$ cat src/rtl/wshb_arb_pkg.sv
// Shared types for the two-requester Wishbone arbiter: FSM state encoding
// and the requester index used for ownership bookkeeping.
package wshb_arb_pkg;

    typedef enum logic [1:0] {
        IDLE   = 2'd0,
        GRANT0 = 2'd1,
        GRANT1 = 2'd2
    } arb_state_e;

    typedef logic req_idx_t;

    function automatic arb_state_e grant_state(input req_idx_t idx);
        return idx ? GRANT1 : GRANT0;
    endfunction

endpackage

$ cat src/rtl/wshb_if.sv
// Classic Wishbone B4 bus bundle (no err/rty), shared by requesters and SDRAM port.
interface wshb_if #(
    parameter int DATA_BYTES = 4,
    parameter int ADDR_WIDTH = 32
);
    logic                      cyc;
    logic                      stb;
    logic                      we;
    logic                      ack;
    logic [ADDR_WIDTH-1:0]     adr;
    logic [8*DATA_BYTES-1:0]   dat_ms;
    logic [8*DATA_BYTES-1:0]   dat_sm;
    logic [DATA_BYTES-1:0]     sel;
    logic [2:0]                cti;
    logic [1:0]                bte;

    modport master (
        output cyc, stb, adr, dat_ms, we, sel, cti, bte,
        input  ack, dat_sm
    );

    modport slave (
        input  cyc, stb, adr, dat_ms, we, sel, cti, bte,
        output ack, dat_sm
    );
endinterface

$ cat src/rtl/wshb_arbiter.sv
// Two-requester Wishbone arbiter sharing one SDRAM port between the video
// reader (requester 0) and the frame writer (requester 1).
//
// state  | meaning
// IDLE   | no owner; master cyc/stb held low, arbitration happens here
// GRANT0 | requester 0 owns the master port
// GRANT1 | requester 1 owns the master port
//
// Ownership only changes by passing through IDLE, so the shared port always
// sees at least one cycle with stb low between owners.
//
// Build option: define WSHB_ARB_BURST_LIMIT_EN to cap an owner at MAX_BURST
// acked transfers while the other requester waits. Without it the owner
// keeps the port until it stops requesting and MAX_BURST has no effect.
module wshb_arbiter
    import wshb_arb_pkg::*;
#(
    parameter int MAX_BURST = 16
) (
    input  logic   clk,
    input  logic   rst,
    wshb_if.slave  wshb_ifs0,
    wshb_if.slave  wshb_ifs1,
    wshb_if.master wshb_ifm
);

    arb_state_e state_q;
    req_idx_t   last_owner_q;

    logic       req0;
    logic       req1;
    logic       grant0;
    logic       grant1;
    req_idx_t   owner_idx;
    logic       owner_req;
    logic       other_req;
    req_idx_t   idle_pick;
    logic       burst_done;

    assign req0 = wshb_ifs0.cyc & wshb_ifs0.stb;
    assign req1 = wshb_ifs1.cyc & wshb_ifs1.stb;

    // rst gates the grants directly so nothing leaks out while reset is held
    assign grant0 = (state_q == GRANT0) & ~rst;
    assign grant1 = (state_q == GRANT1) & ~rst;

    assign owner_idx = (state_q == GRANT1);
    assign owner_req = owner_idx ? req1 : req0;
    assign other_req = owner_idx ? req0 : req1;

    // On a tie the requester that did not own the port last time wins
    assign idle_pick = req0 ? (req1 ? ~last_owner_q : 1'b0) : 1'b1;

    // MAX_BURST is only consumed by the burst limiter; a value below 1 is not
    // a meaningful limit in either build.
    if (MAX_BURST < 1) begin : g_max_burst_invalid
    end

`ifdef WSHB_ARB_BURST_LIMIT_EN
    localparam int unsigned CNT_W = $clog2(MAX_BURST + 1);
    localparam logic [CNT_W-1:0] CNT_MAX  = CNT_W'(MAX_BURST);
    localparam logic [CNT_W-1:0] CNT_LAST = CNT_W'(MAX_BURST - 1);

    logic [CNT_W-1:0] burst_cnt_q;

    // Hand over on an ack boundary once the owner has had its share. Using >=
    // lets a saturated owner still yield when the other side shows up late.
    assign burst_done = wshb_ifm.ack & (burst_cnt_q >= CNT_LAST) & other_req;
`else
    assign burst_done = 1'b0;
`endif

    // Arbitration FSM, last-owner record and burst counter
    always_ff @(posedge clk or posedge rst) begin
        if (rst) begin
            state_q      <= IDLE;
            last_owner_q <= 1'b1;
`ifdef WSHB_ARB_BURST_LIMIT_EN
            burst_cnt_q  <= '0;
`endif
        end else begin
            case (state_q)
                IDLE: begin
                    if (req0 | req1) begin
                        state_q <= grant_state(idle_pick);
                    end
`ifdef WSHB_ARB_BURST_LIMIT_EN
                    burst_cnt_q <= '0;
`endif
                end
                GRANT0, GRANT1: begin
                    if (!owner_req || burst_done) begin
                        state_q      <= IDLE;
                        last_owner_q <= owner_idx;
                    end
`ifdef WSHB_ARB_BURST_LIMIT_EN
                    if (wshb_ifm.ack && (burst_cnt_q != CNT_MAX)) begin
                        burst_cnt_q <= burst_cnt_q + 1'b1;
                    end
`endif
                end
                default: begin
                    state_q <= IDLE;
                end
            endcase
        end
    end

    // Request-side mux: the owner's signals pass straight through to the master
    always_comb begin
        wshb_ifm.cyc    = 1'b0;
        wshb_ifm.stb    = 1'b0;
        wshb_ifm.we     = 1'b0;
        wshb_ifm.adr    = '0;
        wshb_ifm.dat_ms = '0;
        wshb_ifm.sel    = '0;
        wshb_ifm.cti    = '0;
        wshb_ifm.bte    = '0;
        if (grant0) begin
            wshb_ifm.cyc    = wshb_ifs0.cyc;
            wshb_ifm.stb    = wshb_ifs0.stb;
            wshb_ifm.we     = wshb_ifs0.we;
            wshb_ifm.adr    = wshb_ifs0.adr;
            wshb_ifm.dat_ms = wshb_ifs0.dat_ms;
            wshb_ifm.sel    = wshb_ifs0.sel;
            wshb_ifm.cti    = wshb_ifs0.cti;
            wshb_ifm.bte    = wshb_ifs0.bte;
        end else if (grant1) begin
            wshb_ifm.cyc    = wshb_ifs1.cyc;
            wshb_ifm.stb    = wshb_ifs1.stb;
            wshb_ifm.we     = wshb_ifs1.we;
            wshb_ifm.adr    = wshb_ifs1.adr;
            wshb_ifm.dat_ms = wshb_ifs1.dat_ms;
            wshb_ifm.sel    = wshb_ifs1.sel;
            wshb_ifm.cti    = wshb_ifs1.cti;
            wshb_ifm.bte    = wshb_ifs1.bte;
        end
    end

    // Acks go only to the owner; read data is broadcast and qualified by ack
    assign wshb_ifs0.ack    = grant0 & wshb_ifm.ack;
    assign wshb_ifs1.ack    = grant1 & wshb_ifm.ack;
    assign wshb_ifs0.dat_sm = wshb_ifm.dat_sm;
    assign wshb_ifs1.dat_sm = wshb_ifm.dat_sm;

endmodule
$ cat src/flat_wrapper.sv
// flat-port wrapper written by rule: the top's interface ports become plain ports
module wshb_arbiter_flat import wshb_arb_pkg::*;
#(
    parameter int MAX_BURST = 16
)
  (clk, rst, wshb_ifs0_cyc, wshb_ifs0_stb, wshb_ifs0_adr, wshb_ifs0_dat_ms, wshb_ifs0_we, wshb_ifs0_sel, wshb_ifs0_cti, wshb_ifs0_bte, wshb_ifs0_ack, wshb_ifs0_dat_sm, wshb_ifs1_cyc, wshb_ifs1_stb, wshb_ifs1_adr, wshb_ifs1_dat_ms, wshb_ifs1_we, wshb_ifs1_sel, wshb_ifs1_cti, wshb_ifs1_bte, wshb_ifs1_ack, wshb_ifs1_dat_sm, wshb_ifm_cyc, wshb_ifm_stb, wshb_ifm_adr, wshb_ifm_dat_ms, wshb_ifm_we, wshb_ifm_sel, wshb_ifm_cti, wshb_ifm_bte, wshb_ifm_ack, wshb_ifm_dat_sm);
  wshb_if wshb_ifs0_i ();
  wshb_if wshb_ifs1_i ();
  wshb_if wshb_ifm_i ();
  input  logic clk;
  input  logic rst;
  input wire logic [$bits(wshb_ifs0_i.cyc)-1:0] wshb_ifs0_cyc;
  input wire logic [$bits(wshb_ifs0_i.stb)-1:0] wshb_ifs0_stb;
  input wire logic [$bits(wshb_ifs0_i.adr)-1:0] wshb_ifs0_adr;
  input wire logic [$bits(wshb_ifs0_i.dat_ms)-1:0] wshb_ifs0_dat_ms;
  input wire logic [$bits(wshb_ifs0_i.we)-1:0] wshb_ifs0_we;
  input wire logic [$bits(wshb_ifs0_i.sel)-1:0] wshb_ifs0_sel;
  input wire logic [$bits(wshb_ifs0_i.cti)-1:0] wshb_ifs0_cti;
  input wire logic [$bits(wshb_ifs0_i.bte)-1:0] wshb_ifs0_bte;
  output wire logic [$bits(wshb_ifs0_i.ack)-1:0] wshb_ifs0_ack;
  output wire logic [$bits(wshb_ifs0_i.dat_sm)-1:0] wshb_ifs0_dat_sm;
  input wire logic [$bits(wshb_ifs1_i.cyc)-1:0] wshb_ifs1_cyc;
  input wire logic [$bits(wshb_ifs1_i.stb)-1:0] wshb_ifs1_stb;
  input wire logic [$bits(wshb_ifs1_i.adr)-1:0] wshb_ifs1_adr;
  input wire logic [$bits(wshb_ifs1_i.dat_ms)-1:0] wshb_ifs1_dat_ms;
  input wire logic [$bits(wshb_ifs1_i.we)-1:0] wshb_ifs1_we;
  input wire logic [$bits(wshb_ifs1_i.sel)-1:0] wshb_ifs1_sel;
  input wire logic [$bits(wshb_ifs1_i.cti)-1:0] wshb_ifs1_cti;
  input wire logic [$bits(wshb_ifs1_i.bte)-1:0] wshb_ifs1_bte;
  output wire logic [$bits(wshb_ifs1_i.ack)-1:0] wshb_ifs1_ack;
  output wire logic [$bits(wshb_ifs1_i.dat_sm)-1:0] wshb_ifs1_dat_sm;
  output wire logic [$bits(wshb_ifm_i.cyc)-1:0] wshb_ifm_cyc;
  output wire logic [$bits(wshb_ifm_i.stb)-1:0] wshb_ifm_stb;
  output wire logic [$bits(wshb_ifm_i.adr)-1:0] wshb_ifm_adr;
  output wire logic [$bits(wshb_ifm_i.dat_ms)-1:0] wshb_ifm_dat_ms;
  output wire logic [$bits(wshb_ifm_i.we)-1:0] wshb_ifm_we;
  output wire logic [$bits(wshb_ifm_i.sel)-1:0] wshb_ifm_sel;
  output wire logic [$bits(wshb_ifm_i.cti)-1:0] wshb_ifm_cti;
  output wire logic [$bits(wshb_ifm_i.bte)-1:0] wshb_ifm_bte;
  input wire logic [$bits(wshb_ifm_i.ack)-1:0] wshb_ifm_ack;
  input wire logic [$bits(wshb_ifm_i.dat_sm)-1:0] wshb_ifm_dat_sm;
  assign wshb_ifs0_i.cyc = wshb_ifs0_cyc;
  assign wshb_ifs0_i.stb = wshb_ifs0_stb;
  assign wshb_ifs0_i.adr = wshb_ifs0_adr;
  assign wshb_ifs0_i.dat_ms = wshb_ifs0_dat_ms;
  assign wshb_ifs0_i.we = wshb_ifs0_we;
  assign wshb_ifs0_i.sel = wshb_ifs0_sel;
  assign wshb_ifs0_i.cti = wshb_ifs0_cti;
  assign wshb_ifs0_i.bte = wshb_ifs0_bte;
  assign wshb_ifs0_ack = wshb_ifs0_i.ack;
  assign wshb_ifs0_dat_sm = wshb_ifs0_i.dat_sm;
  assign wshb_ifs1_i.cyc = wshb_ifs1_cyc;
  assign wshb_ifs1_i.stb = wshb_ifs1_stb;
  assign wshb_ifs1_i.adr = wshb_ifs1_adr;
  assign wshb_ifs1_i.dat_ms = wshb_ifs1_dat_ms;
  assign wshb_ifs1_i.we = wshb_ifs1_we;
  assign wshb_ifs1_i.sel = wshb_ifs1_sel;
  assign wshb_ifs1_i.cti = wshb_ifs1_cti;
  assign wshb_ifs1_i.bte = wshb_ifs1_bte;
  assign wshb_ifs1_ack = wshb_ifs1_i.ack;
  assign wshb_ifs1_dat_sm = wshb_ifs1_i.dat_sm;
  assign wshb_ifm_cyc = wshb_ifm_i.cyc;
  assign wshb_ifm_stb = wshb_ifm_i.stb;
  assign wshb_ifm_adr = wshb_ifm_i.adr;
  assign wshb_ifm_dat_ms = wshb_ifm_i.dat_ms;
  assign wshb_ifm_we = wshb_ifm_i.we;
  assign wshb_ifm_sel = wshb_ifm_i.sel;
  assign wshb_ifm_cti = wshb_ifm_i.cti;
  assign wshb_ifm_bte = wshb_ifm_i.bte;
  assign wshb_ifm_i.ack = wshb_ifm_ack;
  assign wshb_ifm_i.dat_sm = wshb_ifm_dat_sm;
  wshb_arbiter #(.MAX_BURST(MAX_BURST)) u_core (.clk(clk), .rst(rst), .wshb_ifs0(wshb_ifs0_i), .wshb_ifs1(wshb_ifs1_i), .wshb_ifm(wshb_ifm_i));
endmodule
$ cat config.mk
export PLATFORM = sky130hd
export DESIGN_NAME = wshb_arbiter_flat
export DESIGN_NICKNAME = d
export VERILOG_FILES = /design/src/rtl/wshb_arb_pkg.sv /design/src/rtl/wshb_if.sv /design/src/rtl/wshb_arbiter.sv /design/src/flat_wrapper.sv
export SDC_FILE = /design/constraint.sdc
export NUM_CORES = 1
export LEC_CHECK = 0
export CORE_AREA = 3 3 125 127
export DETAILED_ROUTE_END_ITERATION = 6
export DIE_AREA = 0 0 128 130
export GPL_TIMING_DRIVEN = 0
export PLACE_DENSITY = 0.6
export SKIP_LAST_GASP = 1
export SYNTH_ARGS = -nofsm -noshare
export SYNTH_HDL_FRONTEND = slang
export SYNTH_SLANG_ARGS = --single-unit
$ cat constraint.sdc
create_clock -name clk -period 1.8 [get_ports clk]
set_input_delay 0.36 -clock clk [delete_from_list [all_inputs] [get_ports clk]]
set_output_delay 0.36 -clock clk [all_outputs]
set_load 0.02 [all_outputs]
==> impl_metrics.csv <==
group,metric,value,unit
run_status,status,"finished, violations left",
run_status,violations,"setup timing",
sta,tightest_slew,258,ps
sta,slew_viol_final,0,
power,switchingPower,1750,µW
sta,setup_viol,78,
sta,fmax,461,MHz
place,hpwl,8.99,mm
floorplanning,dieHeight,130,µm
final_layout,finish.utilization,36.4,%
synth,seq_area_frac_synth,4.94,%
worst_setup_path,endpoint_kind,"output port",
clocking,clk-insertion-delay-late,220,ps
detailed_routing,ant_nets,0,
worst_setup_path,cp_common_cell,"buf_6",
power,internal_power,2570,µW
grt,globalRouteOverflowTotal,0,
grt,antenna_found_initial,0,
clocking,htree_levels,1,
synth,async_flop_share,100,%
place,place_ws,-1040,ps
power,clkPwrFrac,8.2,%
clocking,clk_pin_slew,30,ps
run,maxCapViolations,0,
power,sequentialPowerShare,3.1,%
final_layout,nFillCells,1487,
final_layout,fin_nets,692,
sta,finalCritPeriodShare,120,%
synth,syn_inst,185,
place,gp_congestion,0.748,
floorplanning,die_area,0.0166,mm²
clocking,cts_buffers,3,
sta,final_hold_viol_count,0,
detailed_routing,avgRoutedWirePerCell,15.3,µm
power,sw_frac_of_total,40.6,%
sta,hold_ws,243,ps
detailed_routing,first_iter_violations,32,
grt,grtUsageTotal,10.7,%
synth,ys.flop_type,"dfrtp_1",
sta,worst_slack,-368,ps
synth,synth_fp_nets,376,
place,numPortBuffers,296,
final_layout,design_area,0.00529,mm²
grt,grt_max_degree,11,
synth,yosysUniqueCellTypes,26,
synth,synth_edf_count,0,
detailed_routing,first_pass_iters,4,
final_layout,syn_to_final_growth,242,%
grt,grt_pass1_vias,2695,
power,p_leak,0.00233,µW
final_layout,drive_gt1_share,38.0,%
clocking,cts.sinks,3,
worst_setup_path,cp_max_fo,6,
worst_setup_path,cp-start-kind,"register",
synth,synth-seq-cells,3,
worst_setup_path,r2r_end,"u_core.state_q[1]",
detailed_routing,dr_total_vias,2642,
grt,grt_first_pass_wirelength,14.2,mm
clocking,ctsLongestPathBuffers,2,
synth,syn_avg_cell_area,8.36,µm²
floorplanning,core_area,0.0145,mm²
detailed_routing,routed_wl,10.4,mm
hold_path,min_path_type,"primary input to asynchronous set/reset pin",
sta,fin_crit,2170,ps
detailed_routing,via_per_inst,3.86,
worst_setup_path,r2r_cells,6,
synth,syn-cell-area,0.00155,mm²
clocking,cts_tree,"done",
power,combinationalPowerShare,88.7,%
final_layout,final_cell_mix,"217 x clkdlybuf4s50_1, 82 x buf_6, 73 x a22o_1",
power,fin_total_pwr,4320,µW
worst_setup_path,critical-path-slowest-cell,"dfrtp_1",
sta,grt_setup_unrepaired,"true",
floorplanning,start_util,10.6,%
final_layout,diodes,0,
worst_setup_path,worstPathRequired,1440,ps
power,p_per_area,817,mW/mm²
floorplanning,num_rows,44,
worst_setup_path,cpPeakStageDelay,400,ps
clocking,cts-root-buf,"clkbuf_16",
floorplanning,die_width,128,µm
worst_setup_path,r2r_start,"u_core.state_q[0]",
sta,fin_skew,1.01,ps
place,dpl_cell_area,0.00474,mm²
worst_setup_path,crit_type,"register to output port",
floorplanning,io_pins,329,
final_layout,layout.cells.most_common,"clkdlybuf4s50_1",
power,ir_drop,502,µV
worst_setup_path,cp_data_arrival_time,1810,ps
worst_setup_path,r2r_setup_slack,-80,ps
synth,ys_warn_count,0,
detailed_routing,drc,0,
clocking,cts_hold_buf,0,
worst_setup_path,path_cells,"buf_6 -> ha_4 -> nor3b_4 -> buf_6 -> buf_12 -> buf_8 -> a22o_4 -> buf_6",
sta,maxSlewHeadroom,82.7,%
-- routing by layer --
layer	vias up	GRT usage, %	wire length [µm]
met3	7	2.70	1090
met5	-	0	0
met4	0	1.75	82
met2	177	22.7	5980
li1	1277	-	-
met1	1181	10.4	3290
-- power groups by stage --
stage               clock network, µW  registers [µW]  logic [µW]
detailed placement                  0             128        3190
floorplan                           0             123        1650
CTS                               359             134        3610
global route                      366             141        4050
global placement                    0             127        3170
finish                            353             135        3830
-- synth_stat cells (2+ instances only) --
cell	number	area (µm²)
buf_4	69	518
inv_1	4	15.0
clkbuf_1	2	7.51
a22o_1	76	666
dfrtp_1	2	50.1
ha_1	4	50.1
buf_2	6	30.0
buf_6	4	45.0
-- critical path, delay by kind of cell, from the launching register on --
| family | cells | cell delay, ps |
|---|---|---|
| AOI/OAI and AO/OA | 1 | 220 |
| adders and majority gates | 1 | 150 |
| buffers and inverters | 5 | 660 |
| DFF | 1 | 400 |
| and+or+nand+nor | 1 | 150 |
-- worst max path at each step --
| stage | from | to | slack (ps) | depth (start not counted) |
|---|---|---|---|---|
| 2_1_floorplan | u_core.state_q[0] | wshb_ifm_adr[28] | -20 | 6 |
| 5_1_grt | u_core.state_q[1] | wshb_ifm_dat_ms[4] | -410 | 8 |
| 4_1_cts | u_core.state_q[1] | wshb_ifm_dat_ms[8] | -370 | 8 |
| 3_3_place_gp | rst | wshb_ifm_dat_ms[7] | -1040 | 6 |
| 3_5_place_dp | rst | wshb_ifm_dat_ms[7] | -1040 | 6 |
| 6_report | u_core.state_q[1] | wshb_ifm_dat_ms[7] | -370 | 8 |
-- cell type report --
| type | instances | area [µm²] | share of cell area, % |
|---|---|---|---|
| Inverter | 4 | 15.0 | 0.284 |
| Tap cell | 184 | 230 | 4.36 |
| Clock buffer | 4 | 78.8 | 1.49 |
| Multi-Input combinational cell | 97 | 922 | 17.4 |
| Timing Repair Buffer | 313 | 3280 | 62.0 |
| Sequential cell | 3 | 76.3 | 1.44 |
| Buffer | 79 | 686 | 13.0 |
-- state kept, by name, summed over array words and instances (netlist names) --
register             flops
u_core.last_owner_q      1
u_core.state_q           2
-- logic make-up after synthesis --
logic type      after synthesis  share of synthesized area (%)
buf+inv                      85                           39.8
compound gates               80                           45.2
simple gates                 10                           4.69
fa+ha+maj                     4                           3.24
mux                           3                           2.10
flops                         3                           4.94
-- metrics by stage --
stage	instances	TNS, ps
2_1_floorplan	185	-831
3_3_place_gp	665	-68850
3_5_place_dp	665	-68730
4_1_cts	682	-25380
5_1_grt	684	-29270
6_report	684	-24330
-- timing repair --
item                       4_1_cts  5_1_grt
hold endpoints to repair         0        0
setup buffers                   10        3
cloned                           4        2
pin swaps                       19        7
setup endpoints to repair       78       78
gates resized for setup        470       49
No activity file was read; power rests on OpenSTA's default activity.
